## src/rtl/prio_pkg.sv

```systemverilog
// Shared definitions for the switch debouncer and its downstream priority encoder.
//   DATA_W              : number of switch/button lanes
//   DEBOUNCE_CYCLES_DEF : default debounce length in clocks
//   db_state_e          : per-lane debounce state
package prio_pkg;

  localparam int unsigned DATA_W              = 8;
  localparam int unsigned DEBOUNCE_CYCLES_DEF = 16;

  typedef enum logic {
    STABLE  = 1'b0,
    PENDING = 1'b1
  } db_state_e;

endpackage

```

## src/rtl/debounce_bit.sv

```systemverilog
// One debounce lane: 2-flop synchronizer, saturating counter and STABLE/PENDING FSM.
// Optional feature macro: STICKY_EN (sticky-set data bit with clear input).
// Ports:
//   clk_i        : clock, all state on rising edge
//   rst_i        : synchronous active-high reset
//   raw_i        : asynchronous raw level
//   clr_i        : sticky clear (STICKY_EN only)
//   data_o       : debounced level
//   upd_o        : data bit takes a new value on the coming edge
//   pending_d_o  : lane will be PENDING after the coming edge
module debounce_bit
  import prio_pkg::*;
#(
  parameter int unsigned DebounceCycles = DEBOUNCE_CYCLES_DEF
) (
  input  logic clk_i,
  input  logic rst_i,
  input  logic raw_i,
`ifdef STICKY_EN
  input  logic clr_i,
`endif
  output logic data_o,
  output logic upd_o,
  output logic pending_d_o
);

  localparam int unsigned CntW = $clog2(DebounceCycles);
  localparam logic [CntW-1:0] CntLast = CntW'(DebounceCycles - 1);

  logic            s1_q, s2_q;
  logic            data_q, data_d;
  logic [CntW-1:0] cnt_q, cnt_d;
  db_state_e       state_q, state_d;
  logic            commit;

  always_comb begin
    state_d = state_q;
    cnt_d   = cnt_q;
    commit  = 1'b0;
    unique case (state_q)
      STABLE: begin
        if (s2_q != data_q) begin
          state_d = PENDING;
          cnt_d   = CntW'(1);
        end
      end
      PENDING: begin
        if (s2_q == data_q) begin
          // Glitch shorter than the debounce window: drop it.
          state_d = STABLE;
          cnt_d   = '0;
        end else if (cnt_q == CntLast) begin
          // This edge would make the count reach DebounceCycles.
          commit  = 1'b1;
          state_d = STABLE;
          cnt_d   = '0;
        end else begin
          cnt_d = cnt_q + 1'b1;
        end
      end
      default: begin
        state_d = STABLE;
        cnt_d   = '0;
      end
    endcase
  end

  always_comb begin
    data_d = data_q;
`ifdef STICKY_EN
    // Only rising commits set the bit; a same-edge set beats clr.
    if (clr_i) data_d = 1'b0;
    if (commit && s2_q) data_d = 1'b1;
`else
    if (commit) data_d = s2_q;
`endif
  end

  always_ff @(posedge clk_i) begin
    if (rst_i) begin
      s1_q    <= 1'b0;
      s2_q    <= 1'b0;
      data_q  <= 1'b0;
      cnt_q   <= '0;
      state_q <= STABLE;
    end else begin
      s1_q    <= raw_i;
      s2_q    <= s1_q;
      data_q  <= data_d;
      cnt_q   <= cnt_d;
      state_q <= state_d;
    end
  end

  assign data_o      = data_q;
  assign upd_o       = (data_d != data_q);
  assign pending_d_o = (state_d == PENDING);

endmodule

```

## src/rtl/switch_debouncer.sv

```systemverilog
// 8-lane switch debouncer feeding a priority encoder.
// Optional feature macro: STICKY_EN (sticky data bits plus clr input).
// Ports:
//   clk     : clock, all state on rising edge
//   rst     : synchronous active-high reset
//   raw     : asynchronous switch levels, bit 7 highest priority downstream
//   clr     : sticky clear (STICKY_EN only)
//   data    : debounced levels
//   changed : one-cycle pulse the first cycle data shows a new value
//   stable  : high when no lane has a pending transition
module switch_debouncer
  import prio_pkg::*;
#(
  parameter int unsigned DEBOUNCE_CYCLES = DEBOUNCE_CYCLES_DEF
) (
  input  logic              clk,
  input  logic              rst,
  input  logic [DATA_W-1:0] raw,
`ifdef STICKY_EN
  input  logic              clr,
`endif
  output logic [DATA_W-1:0] data,
  output logic              changed,
  output logic              stable
);

  logic [DATA_W-1:0] upd;
  logic [DATA_W-1:0] pend_d;
  logic              changed_q;
  logic              stable_q;

  for (genvar b = 0; b < DATA_W; b++) begin : g_bit
    debounce_bit #(
      .DebounceCycles(DEBOUNCE_CYCLES)
    ) u_bit (
      .clk_i      (clk),
      .rst_i      (rst),
      .raw_i      (raw[b]),
`ifdef STICKY_EN
      .clr_i      (clr),
`endif
      .data_o     (data[b]),
      .upd_o      (upd[b]),
      .pending_d_o(pend_d[b])
    );
  end

  // Lanes updating on the same edge merge into one pulse.
  always_ff @(posedge clk) begin
    if (rst) begin
      changed_q <= 1'b0;
      stable_q  <= 1'b1;
    end else begin
      changed_q <= |upd;
      stable_q  <= ~|pend_d;
    end
  end

  assign changed = changed_q;
  assign stable  = stable_q;

endmodule

```

## config.mk

```make
export PLATFORM = sky130hd
export DESIGN_NAME = switch_debouncer
export DESIGN_NICKNAME = d
export VERILOG_FILES = /design/src/rtl/prio_pkg.sv /design/src/rtl/debounce_bit.sv /design/src/rtl/switch_debouncer.sv
export SDC_FILE = /design/constraint.sdc
export NUM_CORES = 1
export LEC_CHECK = 0
export ABC_AREA = 1
export CORE_UTILIZATION = 45
export DETAILED_ROUTE_END_ITERATION = 8
export SYNTH_ARGS = -nofsm -noshare
export SYNTH_HDL_FRONTEND = slang
export SYNTH_HIERARCHICAL = 1
export SYNTH_SLANG_ARGS = --single-unit
```

## constraint.sdc

```tcl
create_clock -name clk -period 2.27 [get_ports clk]
set_input_delay 0.3405 -clock clk [delete_from_list [all_inputs] [get_ports clk]]
set_output_delay 0.3405 -clock clk [all_outputs]
set_load 0.05 [all_outputs]
```

======== Word-level counts from Yosys, hierarchy flattened ========
Cells that the tools add are included.
Widths: inputs -> output; s select.
storage, ports and cells
  logic and storage cells ................. 197
  input port bits ......................... 10
  output and inout bits ................... 10
  register bits after elaboration ......... 66
operators by class
  bitwise operators ....................... 8
  muxes and demuxes ....................... 96
  add/sub/neg operators ................... 8
  equality and inequality tests ........... 40
  reductions and logical operators ........ 3
operators with widths
  operator             number
  $mux 4               24
  $pmux 4 s2           8
  $mux 1               56
  $add 4x1->4 const B  8
  $eq 4x4->1 const B   8
  $ne 1x1->1           16
  $ne 2x1->1 const B   8
  $pmux 1 s2           8
  $reduce_or 8->1      2
  $eq 1x1->1           8
  $not 1->1            8
  $logic_not 1->1      1

======== Depth between registers and ports, before layout ========
  depth after elaboration ................. 7
  mapped depth ............................ 8
  depth with buffers taken out ............ 8

======== Cells and area by module ========
The synthesis kept the hierarchy.
by module, submodules not included
  module            seq. area each (um2)  area an instance (um2)  cells an instance  times used
  debounce_bit      160.2                 396.6                   48                 8
  switch_debouncer  40.0                  103.8                   17                 1

======== Least setup slack after synthesis ========
OpenSTA, ideal clock, no wires.
  path type ............................... register -> register
  start ................................... register g_bit[3].u_bit.data_q
  end ..................................... register changed_q, in the netlist changed
  setup time .............................. 0.111 ns
  data required time ...................... 2.159 ns
  cell stages (with the launch flop) ...... 8
  period minus slack after synthesis ...... 1.421 ns
  arrival time ............................ 1.309 ns
  slack ................................... 0.849 ns
  buffers on the path ..................... 0
  cells stage by stage .................... dfxtp_1 > nand2_1 > nand2_4 > nor3_1 > nor2_1 > nand2_1 > nor2_1 > nor2_1
between the ends
  longest elaborated chain between the ends .. 6
ends and longest elaborated chain
  item                    RTL line                text
  start, declared         debounce_bit.sv:31      logic data_q, data_d;
  start signal, assigned  debounce_bit.sv:89      data_q <= data_d;
  $eq 1x1->1              debounce_bit.sv:48      if (s2_q == data_q) begin
  $mux 1                  debounce_bit.sv:48
  $mux 1                  debounce_bit.sv:40      unique case (state_q)
  $mux 1                  debounce_bit.sv:75      if (commit) data_d = s2_q;
  $ne 1x1->1 (*)          debounce_bit.sv:96      assign upd_o = (data_d != data_q);
  via upd[3]              switch_debouncer.sv:27  logic [DATA_W-1:0] upd;
  $reduce_or 8->1 (*)     switch_debouncer.sv:54  changed_q <= |upd;
  end signal, assigned    switch_debouncer.sv:54
  end, declared           switch_debouncer.sv:29  logic changed_q;
The timed path passes the listed nets; every way through them passes the cells marked *.
A chain may end at the register's enable or synchronous reset.

======== Worst setup path after layout ========
  start ................................... register g_bit[3].u_bit.data_q
  end ..................................... output data[3]
RTL lines
  item           RTL line                text
  end, declared  switch_debouncer.sv:22  output logic [DATA_W-1:0] data,
No word-level cell between the ends.

==> summary.txt <==
Synthesis
  – Synth Net Count: 419
  – Count leader, synth: dfxtp_1
  – Syn avg cell area: 8.17 sq um
  – Register area share after synthesis: 40.3%
  – Top post-synthesis cells by count: dfxtp_1 (66), nand2_1 (52), inv_1 (48)
  – Cells after synthesis: 401
  – Yosys Warn Count: 6
  – Post-synth top area share: 40.3%
  – Unique masters post-synth: 18
  – Number of synthesized register bits: 66
  – Post-synth EDFFs: 0
  – Synth area leader: dfxtp_1
  – Post-synth top flop: dfxtp_1
  – Asr flop ratio synth: 0%
  – Synth top area cells: dfxtp_1 (40%), a21oi_2 (6.4%), nand2_1 (6.0%)
  – Post-Syn Area: 3280 sq um

Outcome
  – Outcome: finished clean

Critical path
  – CP bufs+invs: 1
  – CP Capture Type: primary output
  – Max FO, Critical Path: 4
  – Crit path DAT: 1.52 ns
  – CP top delay family: buffers and inverters
  – Required time worst endpoint: 1.93 ns
  – Setup crit start kind: flip-flop
  – Slowest stage delay, CP: 0.82 ns
  – CP max stage cell: clkdlybuf4s50_1
  – Crit-path cells: clkdlybuf4s50_1
  – Worst Setup Path Type: reg2out

Global route
  – Grt ovf: 0
  – Initial antenna violation count: 0
  – M1 GR Usage: 21.1%
  – Met2 usage: 28.9%
  – Vias in the first global route: 2357
  – GRT Overall Usage: 17.4%
  – Gr busiest metal: met2
  – Largest net degree at the start of global routing: 25
  – Wire length of the first global-routing pass: 10.3 mm
  – Grt met3 use: 6.54%

Cells and area
  – FILL cells: 695
  – Syn-to-layout area delta: 15.5%
  – Nets: 445
  – Fin util: 54.8%
  – Share of layout cells above drive strength 1: 23.3%
  – Multi-input gate area: 1750 sq um
  – Antenna fix cells: 0
  – FF+latch area: 1320 sq um

Clocking
  – Sinks on Clock Net: 66
  – CTS tree: done
  – Inserted Clock Buffers: 9
  – CTS max path bufs: 2
  – PostCTS Resize Cnt: 0
  – H-Tree Depth: 3
  – Setup Fix Bufs, Post-CTS: 0
  – Root Buffer: clkbuf_8
  – Clk_lat worst skew: 0.33 ns
  – Clock transition at path regs: 0.07 ns
  – CTS Hold Bufs: 0

Timing
  – Slew @ Worst Pin: 0.552 ns
  – Sum Neg Setup Slack: 0 ns
  – Final Critical Period: 1.86 ns
  – Final Skew: 0.00664 ns
  – Final setup fails: 0
  – Final setup margin: 0.413 ns
  – Final slew viol count: 0
  – Max Fclk: 539 MHz
  – Final Hold Viols: 0
  – Slew headroom: 63.2%
  – RSZ-0062 raised after global routing: no
  – Fin crit share: 81.8%

Floorplan
  – Area of the core: 6910 sq um
  – I/O pin cnt: 20
  – Initial Util: 47.4%
  – Die area: 7630 sq um
  – Die height: 87.3 microns
  – Row count: 30
  – Die width: 87.3 microns

Pwr
  – Leak: 1.31 nW
  – Power Density: 609 nW/um^2
  – VDD IR-drop max: 0.374 mV

Hold path
  – HP Class: reg2reg

Place
  – Worst slack, placed: 0.766 ns
  – Gpl congestion: 0.838
  – Hpwl dp: 4.14 mm
  – PortBufs: 19

Routing
  – Starting DRT DRC Count: 73
  – WL per Instance: 11.1 microns
  – Initial DRT Pass Iterations: 4
  – Overall routed net length: 5.82 mm
  – Drc violations: 0
  – Vias: 2609
  – Post-DR vias/cell: 4.96
  – Detail Route Antenna Nets: 0

Run
  – Max_cap viols: 0
flip-flops by register name, summed over array words and instances, names as in the netlist:
| signal | flops |
|---|---|
| changed | 1 |
| g_bit.u_bit/cnt_q | 32 |
| g_bit.u_bit/data_o | 8 |
| g_bit.u_bit/s1_q | 8 |
| g_bit.u_bit/s2_q | 8 |
| g_bit.u_bit/state_q | 8 |
| stable | 1 |
worst paths after layout:
check	from	to	slack [ns]	cells after the start
min	g_bit[3].u_bit/s1_q	g_bit[3].u_bit/s2_q	0.40	2
min reg2reg	g_bit[3].u_bit/s1_q	g_bit[3].u_bit/s2_q	0.40	2
max reg2reg	g_bit[1].u_bit/cnt_q[0]	changed	0.84	7
max	g_bit[3].u_bit/data_o	data[3]	0.41	1
power by group:
group | internal [mW] | leakage [nW] | switching, mW
Combinational | 0.0527 | 0.670 | 0.0875
Clock | 0.551 | 0.101 | 0.412
Sequential | 1.18 | 0.537 | 0.0176
Total | 1.79 | 1.31 | 0.517
area by class of cell:
type / count / area share [%]
Clock inverter: 3 / 1.06
Timing Repair Buffer: 23 / 6.01
Clock buffer: 11 / 4.00
Multi-Input combinational cell: 279 / 46.1
Inverter: 48 / 4.76
Tap cell: 96 / 3.17
Sequential cell: 66 / 34.9
cells by family after synthesis:
logic type	count (synthesis)	synth area share, %
buffers and inverters	56	6.41
adders and majority gates	8	3.05
DFF	66	40.3
AOI/OAI and AO/OA	49	11.0
and+or+nand+nor	222	39.2
layout by cell type, fill, tap and decap left out, types with 11 or more instances in the layout:
cell              n
nand3_2          16
a21oi_1          16
clkbuf_8         11
dfxtp_1          66
nor2_1           42
clkdlybuf4s50_1  18
nor3_1           32
a21oi_2          24
nand3_1          32
nor2_4           16
inv_1            48
nand2_1          52
stage by stage:
step	hold WS, ns	instances	total power [mW]	area (sq um)
2_1_floorplan	0.388	401	1.32	3280
3_3_place_gp	0.390	512	1.37	3590
3_5_place_dp	0.397	512	1.37	3590
4_1_cts	0.406	526	2.36	3790
5_1_grt	0.417	526	2.43	3790
6_report	0.402	526	2.31	3790
per-layer routing:
layer  share of wire (%)  wire length, microns  vias to the layer above
met1                  48                  2780                     1194
met3                 3.7                   214                        2
met2                  48                  2800                       35
met4                0.40                    23                        0
met5                   0                     0                        -
li1                    -                     -                     1378
Power figures use the tool's default switching activity.
